===== src/rtl/serial_adder_pkg.sv =====
// Shared state encodings and sizing helpers for the serial_adder block.
package serial_adder_pkg;

    localparam logic [1:0] S_IDLE = 2'd0;
    localparam logic [1:0] S_RUN  = 2'd1;
    localparam logic [1:0] S_DONE = 2'd2;

    typedef enum logic [1:0] {
        ST_IDLE = S_IDLE,
        ST_RUN  = S_RUN,
        ST_DONE = S_DONE
    } state_t;

    // Digit counter width: clog2 of the digit count, never narrower than one bit.
    function automatic int cnt_width(input int width, input int digit);
        int n;
        n = (digit > 0) ? width / digit : 1;
        return (n <= 1) ? 1 : $clog2(n);
    endfunction

endpackage


===== src/rtl/serial_adder_if.sv =====
// Operand/result handshake bundle for serial_adder; ovf exists only with SERIAL_ADDER_OVF_EN.
interface serial_adder_if #(parameter int WIDTH = 8);

    logic             in_valid;
    logic             in_ready;
    logic [WIDTH-1:0] a;
    logic [WIDTH-1:0] b;
    logic             cin;
    logic             out_valid;
    logic             out_ready;
    logic [WIDTH-1:0] sum;
    logic             cout;
`ifdef SERIAL_ADDER_OVF_EN
    logic             ovf;
`endif

    modport master (
        output in_valid, a, b, cin, out_ready,
        input  in_ready, out_valid, sum,
`ifdef SERIAL_ADDER_OVF_EN
        input  ovf,
`endif
        input  cout
    );

    modport slave (
        input  in_valid, a, b, cin, out_ready,
        output in_ready, out_valid, sum,
`ifdef SERIAL_ADDER_OVF_EN
        output ovf,
`endif
        output cout
    );

endinterface


===== src/rtl/full_adder_cell.sv =====
// Single-bit full adder; chained DIGIT times to form the per-cycle ripple stage.
module full_adder_cell (
    input  logic a,
    input  logic b,
    input  logic ci,
    output logic s,
    output logic co
);

    assign s  = a ^ b ^ ci;
    assign co = (a & b) | (ci & (a ^ b));

endmodule


===== src/rtl/serial_adder.sv =====
// Multi-cycle adder: DIGIT bits per clock, LSB first, valid/ready on both sides.
// Optional signed-overflow flag built when SERIAL_ADDER_OVF_EN is defined.
module serial_adder
    import serial_adder_pkg::*;
#(
    parameter int WIDTH = 8,
    parameter int DIGIT = 1
) (
    input  logic           clk,
    input  logic           rst_n,
    serial_adder_if.slave  bus
);

    localparam int N  = (DIGIT > 0) ? WIDTH / DIGIT : 1;
    localparam int CW = cnt_width(WIDTH, DIGIT);

    if (WIDTH < 1 || DIGIT < 1 || DIGIT > WIDTH || (WIDTH % DIGIT) != 0) begin : g_bad_param
        $error("serial_adder: illegal WIDTH/DIGIT combination");
    end

    state_t           state, state_nx;
    logic [CW-1:0]    cnt;
    logic [WIDTH-1:0] a_sh, b_sh, sum_r;
    logic             c, cout_r;
    logic [DIGIT:0]   chain;
    logic [DIGIT-1:0] dsum;
    logic             last, accept, release_res;

    // Ripple chain seeded by the carry left over from the previous digit.
    assign chain[0] = c;
    for (genvar i = 0; i < DIGIT; i++) begin : g_fa
        full_adder_cell u_fa (
            .a  (a_sh[i]),
            .b  (b_sh[i]),
            .ci (chain[i]),
            .s  (dsum[i]),
            .co (chain[i+1])
        );
    end

    assign last        = (cnt == CW'(N - 1));
    assign accept      = bus.in_valid && (state == ST_IDLE);
    assign release_res = bus.out_ready && (state == ST_DONE);

    // NOTE: every output of a combinational block gets a default first so no latch is inferred.
    always_comb begin
        state_nx = state;
        case (state)
            ST_IDLE: if (accept)      state_nx = ST_RUN;
            ST_RUN:  if (last)        state_nx = ST_DONE;
            ST_DONE: if (release_res) state_nx = ST_IDLE;
            default:                  state_nx = ST_IDLE;
        endcase
    end

    // NOTE: sequential state uses non-blocking assignments only, so all registers sample together.
    always_ff @(posedge clk or negedge rst_n) begin
        if (!rst_n) state <= ST_IDLE;
        else        state <= state_nx;
    end

    // Datapath registers are reset too: reset must clear sum/cout visibly, not just the FSM.
    always_ff @(posedge clk or negedge rst_n) begin
        if (!rst_n) begin
            cnt    <= '0;
            a_sh   <= '0;
            b_sh   <= '0;
            sum_r  <= '0;
            c      <= 1'b0;
            cout_r <= 1'b0;
        end else begin
            case (state)
                ST_IDLE: if (accept) begin
                    a_sh <= bus.a;
                    b_sh <= bus.b;
                    c    <= bus.cin;
                    cnt  <= '0;
                end
                ST_RUN: begin
                    a_sh  <= a_sh >> DIGIT;
                    b_sh  <= b_sh >> DIGIT;
                    sum_r <= (sum_r >> DIGIT) | (WIDTH'(dsum) << (WIDTH - DIGIT));
                    c     <= chain[DIGIT];
                    cnt   <= cnt + CW'(1);
                    if (last) cout_r <= chain[DIGIT];
                end
                default: ;
            endcase
        end
    end

`ifdef SERIAL_ADDER_OVF_EN
    logic ovf_r;

    // On the final digit chain[DIGIT-1] is the carry into the MSB.
    always_ff @(posedge clk or negedge rst_n) begin
        if (!rst_n)                      ovf_r <= 1'b0;
        else if (state == ST_RUN && last) ovf_r <= chain[DIGIT-1] ^ chain[DIGIT];
    end

    assign bus.ovf = ovf_r;
`endif

    assign bus.in_ready  = (state == ST_IDLE);
    assign bus.out_valid = (state == ST_DONE);
    assign bus.sum       = sum_r;
    assign bus.cout      = cout_r;

endmodule

===== src/flat_wrapper.sv =====
// flat-port wrapper written by rule: the top's interface ports become plain ports
module serial_adder_flat import serial_adder_pkg::*;
#(
    parameter int WIDTH = 8,
    parameter int DIGIT = 1
)
  (clk, rst_n, bus_in_valid, bus_a, bus_b, bus_cin, bus_out_ready, bus_in_ready, bus_out_valid, bus_sum, bus_cout);
  serial_adder_if #(.WIDTH(WIDTH)) bus_i ();
  input  logic clk;
  input  logic rst_n;
  input wire logic [$bits(bus_i.in_valid)-1:0] bus_in_valid;
  input wire logic [$bits(bus_i.a)-1:0] bus_a;
  input wire logic [$bits(bus_i.b)-1:0] bus_b;
  input wire logic [$bits(bus_i.cin)-1:0] bus_cin;
  input wire logic [$bits(bus_i.out_ready)-1:0] bus_out_ready;
  output wire logic [$bits(bus_i.in_ready)-1:0] bus_in_ready;
  output wire logic [$bits(bus_i.out_valid)-1:0] bus_out_valid;
  output wire logic [$bits(bus_i.sum)-1:0] bus_sum;
  output wire logic [$bits(bus_i.cout)-1:0] bus_cout;
  assign bus_i.in_valid = bus_in_valid;
  assign bus_i.a = bus_a;
  assign bus_i.b = bus_b;
  assign bus_i.cin = bus_cin;
  assign bus_i.out_ready = bus_out_ready;
  assign bus_in_ready = bus_i.in_ready;
  assign bus_out_valid = bus_i.out_valid;
  assign bus_sum = bus_i.sum;
  assign bus_cout = bus_i.cout;
  serial_adder #(.WIDTH(WIDTH), .DIGIT(DIGIT)) u_core (.clk(clk), .rst_n(rst_n), .bus(bus_i));
endmodule

===== config.mk =====
export PLATFORM = sky130hd
export DESIGN_NAME = serial_adder_flat
export DESIGN_NICKNAME = d
export VERILOG_FILES = /design/src/rtl/serial_adder_pkg.sv /design/src/rtl/serial_adder_if.sv /design/src/rtl/full_adder_cell.sv /design/src/rtl/serial_adder.sv /design/src/flat_wrapper.sv
export SDC_FILE = /design/constraint.sdc
export NUM_CORES = 1
export LEC_CHECK = 0
export CORE_UTILIZATION = 30
export CTS_CLUSTER_DIAMETER = 120
export DETAILED_ROUTE_END_ITERATION = 16
export HOLD_SLACK_MARGIN = 0.02
export SYNTH_ARGS = -nofsm -noshare
export SYNTH_HDL_FRONTEND = slang
export SYNTH_SLANG_ARGS = --single-unit
export TNS_END_PERCENT = 50

===== constraint.sdc =====
create_clock -name clk -period 2 [get_ports clk]
set_clock_uncertainty 0.15 [all_clocks]
set_input_delay 0.3 -clock clk [delete_from_list [all_inputs] [get_ports clk]]
set_output_delay 0.3 -clock clk [all_outputs]
set_load 0.1 [all_outputs]

Word level (Yosys, flattened, before mapping)
Index checks and enable logic that the tools add are counted.
{ "op_classes": {"bitwise": 6, "eq_ne": 6, "mux": 12, "reduce_logical": 7, "add_sub_neg": 1} }
{ "ops": {"columns": ["cell", "n"], "rows": [
  ["one-hot mux 8 bit (2 select lines)", 2],
  ["2-to-1 mux 8 bit", 2],
  ["bitwise OR 7 x 8 -> 8 bit", 1],
  ["2-to-1 mux 2 bit", 3],
  ["!= test 2 x 1 -> 1 bit, second input constant", 3],
  ["one-hot mux 2 bit (3 select lines)", 1],
  ["one-hot mux 3 bit (2 select lines)", 1],
  ["AND reduction 2 bit", 2],
  ["adder 3 x 1 -> 3 bit, second input constant", 1],
  ["equality test 3 bit, second input constant", 1],
  ["2-to-1 mux 3 bit", 1],
  ["AND reduction 3 bit", 1],
  ["bitwise AND 1 bit", 2],
  ["equality test 2 x 1 -> 1 bit, second input constant", 1],
  ["equality test 2 bit, second input constant", 1],
  ["logical AND 1 bit", 2],
  ["zero test 2 bit", 1],
  ["one-hot mux 1 bit (2 select lines)", 1],
  ["nonzero test 2 bit", 1],
  ["bitwise XOR 1 bit", 2],
  ["2-to-1 mux 1 bit", 1],
  ["bitwise OR 1 bit", 1]
]} }
{ "word_totals": {"input_bits": 21, "ff_bits": 31, "output_inout_bits": 11, "word_cells": 39} }

Longest topological paths before layout
Gate-level depths: netlist (run 1).
{ "logic_depth": {"ltp_word": 4, "depth_mapped": 5, "depth_no_buf": 4} }

By module
A second synthesis (run 1) with hierarchy kept.
{ "unflattened": {"cells_unflattened": 137, "area_unflattened_um2": 1467.7} }
{ "modules_own_cells": {"columns": ["mod", "cells_per_inst", "seq_area_each_um2", "instances", "area_per_inst_um2"], "rows": [
  ["serial_adder", 136, 775.7, 1, 1447.6],
  ["full_adder_cell", 1, 0.0, 1, 20.0]
]} }

Worst setup path before layout (run 1)
Ideal clock, no wire load.
{ "synth_timing": {"path_kind": "register to output", "startpoint": "register u_core.state[1]", "endpoint": "output port bus_out_valid", "path_slack_ns": -0.381, "t_arrival_ns": 1.931, "path_stages_with_launch": 4, "path_buffers": 1, "required_time_ns": 1.550, "path_cell_list": "dfrtp_1 inv_2 buf_2 nor2_1"} }
{ "synth_via": {"elab_chain_cells": 1} }
{ "synth_lines": {"columns": ["item", "line", "text"], "rows": [
  ["start: declaration", "serial_adder.sv:21", "state_t state, state_nx;"],
  ["start signal: assignment", "serial_adder.sv:59", "else state <= state_nx;"],
  ["equality test 2 bit", "serial_adder.sv:105", "assign bus.out_valid = (state == ST_DONE);"],
  ["end: declaration", "flat_wrapper.sv:17", "output wire logic [$bits(bus_i.out_valid)-1:0] bus_out_valid;"]
]} }
Every way passes these cells.

Worst setup path after layout (run 1)
Same ends and word-level chain as after synthesis.

==> impl_metrics.yaml, run 1 <==
yosys:
  post_synth_inst_count: 133
  netlist_top_cells_area: "dfrtp_1 (57%), o22ai_1 (11%), nand2_1 (7.2%), a21oi_1 (4.0%), a2bb2oi_1 (3.9%)"
  synth_largest_area_cell: "dfrtp_1"
  synth.avg_cell_area_um2: 10.24
  post_synth_most_frequent_cells: "dfrtp_1 (31), nand2_1 (26), o22ai_1 (24)"
  synthesis.nets: 157
  synth-seq-area-share_pct: 56.99
  synthMostInstantiatedCell: "dfrtp_1"
  synth.distinct_cells: 21
  yosys.area.top_type_share_pct: 56.99
  netlist_area_mm2: 0.001361
  ys.flop_type: "dfrtp_1"
  async_sr_flop_fraction_pct: 100.0
  synth_warnings: 0
  edff_count_synth: 0
  ys_seq_elements: 31
power_and_ir_drop:
  comb_power_share_pct: 51.0
  p_int_mw: 1.804
  total_power_mw: 3.450
  p_leak_nw: 0.8087
  p_sw_share_pct: 47.71
  power-per-cell-area_mw_per_mm2: 1900
  switchingPower_mw: 1.646
  share_seq_of_total_power_pct: 33.4
  clock_power_share_pct: 15.6
  vdd_ir_drop_max_mv: 0.6657
placement:
  buffer_ports.inserted: 31
  post-place-cells: 211
  dp_hpwl_um: 2176
  globalplace.congestion: 0.7216
  place_ws_ns: 0.2531
cts:
  post_cts_resize_count: 0
  cts_tree: "built"
  hold_buffers: 0
  clkSinkCount: 31
  clk_tree_root_cell: "clkbuf_8"
  clockBufferDepth: 2
  clock_latency_of_the_later_clocked_register_in_the_worst_skew_pair_ns: 0.28
  cts.clk_slew.worst_paths_ns: 0.06
  postCtsSetupRepairBufs: 0
  cts-htree-levels: 2
  tritoncts.num_buffers: 5
setup_path:
  r2r-start: "u_core.state[0]"
  worst-endpoint-arrival_ns: 1.37
  setup.worst_path.end_class: "primary output"
  critical_path_required_ns: 1.55
  worst-r2r-setup-slack_ns: 0.38
  crit_fanout: 18
  critical_path_startpoint_category: "register"
  worst_r2r_endpoint: "u_core.b_sh[4]"
  reg2reg_depth: 3
  worst-setup-path-type: "reg2out"
grt:
  wire_length_of_the_first_global_routing_pass_um: 5313
  gr-total-overflow: 0
  grt_antenna_before_repair: 0
  top_usage_layer: "met2"
  met1_layer_usage_reported_by_global_route_pct: 17.87
  global_route.usage.met3_pct: 3.924
  grt_usage_pct: 14.21
  globalRouteMet2Util_pct: 22.87
  pin_count_of_the_biggest_net_entering_global_routing: 32
  grt_pass1_vias: 1113
run:
  max_cap_viol_count: 0
finish:
  layout-drive-gt1-share_pct: 15.57
  postLayoutCoreUtil_pct: 41.70
  antenna_cells: 0
  syn_to_layout_area_delta_pct: 33.36
  num-nets-final: 190
  final_cells: 219
floorplanning:
  initial_utilization_pct: 31.26
  die_area_mm2: 0.004811
  die_w_um: 69.36
  floorplan.die.height_um: 69.36
  boundaryPins: 32
  floorplan.core_area_mm2: 0.004354
  num_rows: 24
timing:
  final.setup.worst_slack_ns: 0.1759
  setup_viol: 0
  final_min_period_over_clock_period_pct: 91.21
  whs_ns: 0.2658
  finalHoldViolations: 0
  slew-limit-headroom_pct: 58.09
  grt_setup_unrepaired: "no"
  period_minus_slack_ns: 1.824
  worstMarginPinSlew_ns: 0.6286
  report.final.slew_viol_count: 0
  max_freq_ghz: 0.5482
detailed_routing:
  via_per_inst: 5.123
  detailroute.via_count: 1122
  routed_wl_um: 3172
  routed_wire_length_per_instance_um: 14.48
  detail_route.first_pass.iterations: 4
  drt_first_iter_violations: 69
  drtAntennaViolNets: 0
  drt_drc_violations_left: 0
worst_hold_path:
  worstHoldPathType: "in2async"
run_status:
  outcome: "finished, final reports clean"
logic make-up after synthesis:
| family | after synthesis | share of synthesized area, % |
|---|---|---|
| compound gates | 47 | 22.33 |
| mux | 1 | 0.8271 |
| simple gates | 37 | 11.40 |
| flops | 31 | 56.99 |
| buf+inv | 14 | 5.146 |
| fa+ha+maj | 3 | 3.309 |
routing by layer:
| layer | vias up | share of wire (%) |
|---|---|---|
| li1 | 548 | - |
| met1 | 539 | 43 |
| met2 | 31 | 51 |
| met3 | 4 | 4.4 |
| met4 | 0 | 1.2 |
| met5 | - | 0 |
flip-flops by register name (all words and copies together), names as in the netlist:
register         cells
u_core.a_sh          8
u_core.b_sh          8
u_core.bus.sum       8
u_core.cnt           3
u_core.state         2
u_core.bus.cout      1
u_core.c             1
worst max-delay path, cell delays in order, from the launching register on:
cell and delay [ns]:
dfrtp_1 0.50, inv_2 0.22, nor2_2 0.18, buf_12 0.19
layout by cell type, fill, tap and decap left out, types with 2 or more instances in the layout:
cell type / instances
a21oi_1: 11
a22o_1: 2
a2bb2oi_1: 6
buf_12: 2
buf_4: 13
clkbuf_8: 7
clkdlybuf4s50_1: 20
dfrtp_1: 31
ha_1: 2
inv_1: 4
nand2_1: 26
nand2b_1: 4
nor2_1: 4
o22ai_1: 24
o31ai_1: 2
layout make-up:
class	count	area, um^2
Clock buffer	8	100.1
Fill cell	419	2539
Inverter	5	18.77
Multi-Input combinational cell	88	518.0
Sequential cell	31	775.7
Tap cell	52	65.06
Timing Repair Buffer	35	337.8
stage by stage:
stage	cell area, um^2	setup TNS [ns]
finish	1815	0
global route	1815	0
CTS	1815	0
detailed placement	1715	0
global placement	1715	0
floorplan	1364	-0.2421
power by group through the flow:
stage	clock [mW]	sequential (mW)	combinational, mW
2_1_floorplan	0	1.67	0.846
3_3_place_gp	0	1.14	1.73
3_5_place_dp	0	1.16	1.77
4_1_cts	0.553	1.15	1.77
5_1_grt	0.591	1.20	1.88
6_report	0.537	1.15	1.76
worst max path at each step:
stage / from / end / cells after the start / slack, ns
finish: u_core.state[1] / bus_out_valid / 3 / 0.18
global route: u_core.state[1] / bus_out_valid / 3 / 0.07
CTS: u_core.state[1] / bus_out_valid / 3 / 0.16
detailed placement: bus_in_valid / u_core.b_sh[3] / 4 / 0.25
global placement: bus_in_valid / u_core.b_sh[6] / 4 / 0.35
floorplan: u_core.state[0] / bus_in_ready / 2 / -0.24
Power figures use the tool's default switching activity.
==> run 2: changes to the inputs <==
Settings changed: CORE_UTILIZATION 30 to 52, PLACE_DENSITY from default to 0.83.
Clock period 2 ns to 2.1 ns, I/O delays scaled along.
==> run 2 against run 1 <==
  * Utilization rose by 28 points
  * Design area down 4.5%
  * Worst setup slack improved by 0.079 ns
  * Sequential share of layout area increased by 2.0 points
  * Largest power group unchanged
  * Critical endpoint unchanged
  * Hold slack worse by 0.048 ns
  * Global-route usage rose by 10 points
  * Clock power fell by 40%
  * Via count rose by 2.1%
  * Power fell by 10%
  * Combinational power down 5%
  * Critical path depth unchanged
==> impl_metrics.yaml, run 2 (synthesis results as in run 1) <==
cts:
  clockBufferDepth: 2
  cts.clk_slew.worst_paths_ns: 0.09
  cts-htree-levels: 2
  clk_tree_root_cell: "clkbuf_4"
  postCtsSetupRepairBufs: 0
  clock_latency_of_the_later_clocked_register_in_the_worst_skew_pair_ns: 0.33
  clkSinkCount: 31
  hold_buffers: 0
  tritoncts.num_buffers: 5
  post_cts_resize_count: 0
  cts_tree: "built"
detailed_routing:
  drt_first_iter_violations: 45
  via_per_inst: 5.847
  routed_wire_length_per_instance_um: 15.15
  drtAntennaViolNets: 0
  drt_drc_violations_left: 0
  routed_wl_um: 2970
  detail_route.first_pass.iterations: 4
  detailroute.via_count: 1146
timing:
  worstMarginPinSlew_ns: 0.6792
  whs_ns: 0.2174
  final_min_period_over_clock_period_pct: 87.85
  report.final.slew_viol_count: 0
  grt_setup_unrepaired: "no"
  period_minus_slack_ns: 1.845
  setup_viol: 0
  max_freq_ghz: 0.5420
  finalHoldViolations: 0
  slew-limit-headroom_pct: 54.72
grt:
  wire_length_of_the_first_global_routing_pass_um: 4843
  grt_usage_pct: 24.52
  gr-total-overflow: 0
  grt_pass1_vias: 1102
  pin_count_of_the_biggest_net_entering_global_routing: 32
  grt_antenna_before_repair: 0
floorplanning:
  die_w_um: 53.17
  initial_utilization_pct: 54.95
  die_area_mm2: 0.002827
  floorplan.die.height_um: 53.17
  floorplan.core_area_mm2: 0.002477
  boundaryPins: 32
  num_rows: 18
run_status:
  outcome: "finished, final reports clean"
power_and_ir_drop:
  clock_power_share_pct: 10.5
  p_leak_nw: 0.7873
  p_int_mw: 1.525
  power-per-cell-area_mw_per_mm2: 1783
  vdd_ir_drop_max_mv: 1.573
  comb_power_share_pct: 53.9
  switchingPower_mw: 1.564
  share_seq_of_total_power_pct: 35.6
  p_sw_share_pct: 50.63
placement:
  post-place-cells: 188
  placedInstanceArea_mm2: 0.001680
  buffer_ports.inserted: 31
  dp_hpwl_um: 2139
  globalplace.congestion: 0.7602
setup_path:
  critical_path_required_ns: 1.63
  crit_fanout: 18
  setup.worst_path.end_class: "primary output"
  worst-endpoint-arrival_ns: 1.38
  worst_r2r_endpoint: "u_core.bus.cout"
  r2r-start: "u_core.state[0]"
  worst-r2r-setup-slack_ns: 0.42
  worst-setup-path-type: "reg2out"
  reg2reg_depth: 3
  critical_path_startpoint_category: "register"
finish:
  num-nets-final: 189
  fillers: 194
  layout-drive-gt1-share_pct: 15.66
  most-common-layout-cells: "dfrtp_1 (31), nand2_1 (26), o22ai_1 (24), clkdlybuf4s50_1 (20), buf_4 (12)"
  antenna_cells: 0
  final_area_mm2: 0.001733
  final_cells: 196
  final_common_cell: "dfrtp_1"
  seq_area_um2: 775.7
  syn_to_layout_area_delta_pct: 27.30
  multiInputGateArea_um2: 518.0
run:
  max_cap_viol_count: 0
worst_hold_path:
  worstHoldPathType: "in2async"
-- run 2: cell count changes in the layout (fill, tap and decap cells not counted) --
cell      delta
clkbuf_8     -7
clkbuf_4     +5
buf_4        -1
clkbuf_1     -1
clkinv_2     +3
-- run 2: layout make-up --
class / instances / share of cell area (%)
multi-input combinational: 88 / 29.89
sequential: 31 / 44.77
timing repair buffer: 34 / 19.06
inverter: 5 / 1.083
clock inverter: 3 / 0.8664
tap: 30 / 2.166
clock buffer: 5 / 2.166
-- run 2: power by group through the flow --
stage	registers, mW	clock network (mW)	logic (mW)
4_1_cts	1.10	0.341	1.67
6_report	1.10	0.324	1.67
3_5_place_dp	1.11	0	1.67
3_3_place_gp	1.09	0	1.62
2_1_floorplan	1.59	0	0.806
5_1_grt	1.14	0.366	1.79
-- run 2: worst max path at each step --
stage,start,endpoint,slack [ns],cells after the start
2_1_floorplan,u_core.state[0],bus_in_ready,-0.16,2
3_3_place_gp,bus_in_valid,u_core.b_sh[2],0.41,4
3_5_place_dp,bus_in_valid,u_core.b_sh[0],0.35,4
4_1_cts,u_core.state[1],bus_out_valid,0.25,3
5_1_grt,u_core.state[1],bus_out_valid,0.14,3
6_report,u_core.state[1],bus_out_valid,0.26,3
-- run 2: critical path: stages (launching register included) --
cell     delay, ns
dfrtp_1       0.48
inv_2         0.20
nor2_2        0.18
buf_12        0.19
-- run 2: per-layer routing --
| layer | part of all wire (%) | GRT usage, % | routed length, um | vias up |
|---|---|---|---|---|
| met5 | 0 | 0 | 0 | - |
| met4 | 0.71 | 8.772 | 21 | 0 |
| met3 | 5.7 | 6.897 | 168 | 2 |
| met2 | 51 | 42.62 | 1501 | 39 |
| met1 | 43 | 28.60 | 1278 | 562 |
| li1 | - | - | - | 543 |
-- run 2: per-stage QoR --
step                      total power [mW]  setup WS, ns  utilization [%]  TNS, ns
after floorplan                      2.394       -0.1571                -  -0.1571
after global placement               2.712        0.4061            67.83        0
after detailed placement             2.780        0.3471            67.83        0
after CTS                            3.108        0.2511            69.95        0
after global routing                 3.294        0.1440            69.95        0
final                                3.089        0.2551            69.95        0
==> run 3: changes to the inputs <==
==> constraint.sdc (replaced) <==
create_clock -name clk -period 2.1 [get_ports clk]
set_clock_uncertainty 0.15 [all_clocks]
set_input_delay 0.42 -clock clk [delete_from_list [all_inputs] [get_ports clk]]
set_output_delay 0.42 -clock clk [all_outputs]
set_load 0.1 [all_outputs]
==> run 3 against run 2 <==
  * Worst setup slack lost 0.11 ns
  * Sequential power is essentially flat
  * Global-route usage grew 1.5 points
  * Design area grew 0.94%
  * Final cell count shrank 0.51%
  * Die area is the same
  * Sequential share of layout area shrank 0.42 points
  * Routed wire length grew 3.3%
  * Power grew 2.3%
  * Non-clock buffer count is the same
  * Flip-flop and latch count is the same
  * Largest cell class unchanged
==> impl_metrics.yaml, run 3 (synthesis results as in run 1) <==
detailed_routing:
  detailroute.via_count: 1176
  routed_wl_um: 3069
  routed_wire_length_per_instance_um: 15.74
  detail_route.first_pass.iterations: 4
  via_per_inst: 6.031
  drtAntennaViolNets: 0
  drt_drc_violations_left: 0
  drt_first_iter_violations: 40
cts:
  clkSinkCount: 31
  post_cts_resize_count: 0
  clock_latency_of_the_later_clocked_register_in_the_worst_skew_pair_ns: 0.33
  cts-htree-levels: 2
  tritoncts.num_buffers: 5
  clk_tree_root_cell: "clkbuf_4"
  cts.clk_slew.worst_paths_ns: 0.09
  postCtsSetupRepairBufs: 0
  cts_tree: "built"
  clockBufferDepth: 2
  hold_buffers: 0
setup_path:
  worst_r2r_endpoint: "u_core.bus.cout"
  worst-setup-path-type: "reg2out"
  critical_path_startpoint_category: "register"
  crit_fanout: 18
  worst-endpoint-arrival_ns: 1.39
  r2r-start: "u_core.state[0]"
  worst-r2r-setup-slack_ns: 0.44
  setup.worst_path.end_class: "primary output"
  critical_path_required_ns: 1.53
  reg2reg_depth: 3
finish:
  antenna_cells: 0
  final_common_cell: "dfrtp_1"
  final_cells: 195
  fillers: 196
  syn_to_layout_area_delta_pct: 28.49
  most-common-layout-cells: "dfrtp_1 (31), nand2_1 (26), o22ai_1 (24), clkdlybuf4s50_1 (20)"
  layout-drive-gt1-share_pct: 15.15
  num-nets-final: 189
  postLayoutCoreUtil_pct: 70.61
timing:
  max_freq_ghz: 0.5111
  slew-limit-headroom_pct: 58.22
  final_min_period_over_clock_period_pct: 93.16
  finalHoldViolations: 0
  whs_ns: 0.3262
  report.final.slew_viol_count: 0
  grt_setup_unrepaired: "no"
  worstMarginPinSlew_ns: 0.6268
  setup_viol: 0
  period_minus_slack_ns: 1.956
grt:
  wire_length_of_the_first_global_routing_pass_um: 5009
  grt_pass1_vias: 1150
  grt_usage_pct: 26.05
  gr-total-overflow: 0
  grt_antenna_before_repair: 0
  pin_count_of_the_biggest_net_entering_global_routing: 32
floorplanning:
  floorplan.core_area_mm2: 0.002477
  die_area_mm2: 0.002827
  floorplan.die.height_um: 53.17
  boundaryPins: 32
  die_w_um: 53.17
  initial_utilization_pct: 54.95
  num_rows: 18
placement:
  post-place-cells: 188
  dp_hpwl_um: 2183
  globalplace.congestion: 0.7420
  buffer_ports.inserted: 31
power_and_ir_drop:
  clock_power_share_pct: 11.1
  p_leak_nw: 0.7911
  p_int_mw: 1.582
  vdd_ir_drop_max_mv: 1.634
  comb_power_share_pct: 53.8
  switchingPower_mw: 1.578
  p_sw_share_pct: 49.94
  share_seq_of_total_power_pct: 35.1
  power-per-cell-area_mw_per_mm2: 1806
run:
  max_cap_viol_count: 0
worst_hold_path:
  worstHoldPathType: "in2async"
run_status:
  outcome: "finished, final reports clean"
run 3: layer usage:
metal	global-route usage (%)	up-vias	part of all wire, %
met5	0	-	0
met4	13.16	0	2.3
met3	6.322	13	5.5
met2	44.09	52	50
met1	30.45	569	42
li1	-	542	-
run 3: final cells by class:
cell class | count | area, um^2 | area share [%]
sequential | 31 | 775.7 | 44.35
multi-input combinational | 88 | 518.0 | 29.61
timing repair buffer | 34 | 342.8 | 19.60
tap | 30 | 37.54 | 2.146
inverter | 5 | 18.77 | 1.073
clock buffer | 6 | 51.30 | 2.933
clock inverter | 1 | 5.005 | 0.2861
run 3: worst max path at each step:
stage	slack, ns	endpoint	cells past startpoint	startpoint
floorplan	-0.26	bus_in_ready	2	u_core.state[0]
global placement	0.30	u_core.b_sh[2]	4	bus_in_valid
detailed placement	0.18	u_core.b_sh[2]	4	bus_in_valid
CTS	0.14	bus_out_valid	3	u_core.state[1]
global route	0.08	bus_out_valid	3	u_core.state[1]
finish	0.14	bus_out_valid	3	u_core.state[1]
run 3: stage by stage:
step	setup TNS [ns]	cell area [um^2]	worst slack, ns	power, mW
2_1_floorplan	-0.2621	1364	-0.2621	2.394
3_3_place_gp	0	1693	0.3003	2.739
3_5_place_dp	0	1693	0.1764	2.822
4_1_cts	0	1749	0.1433	3.165
5_1_grt	0	1749	0.07552	3.350
6_report	0	1749	0.1435	3.160
run 3: power by group through the flow:
stage,sequential (mW),combinational (mW),clock [mW]
after floorplan,1.59,0.806,0
after global placement,1.09,1.64,0
after detailed placement,1.12,1.71,0
after CTS,1.10,1.71,0.354
after global routing,1.14,1.83,0.376
final,1.11,1.70,0.349
run 3: worst max-delay path: stages (launching register included):
cell     delay (ns)
dfrtp_1        0.50
inv_2          0.20
nor2_2         0.17
buf_12         0.19
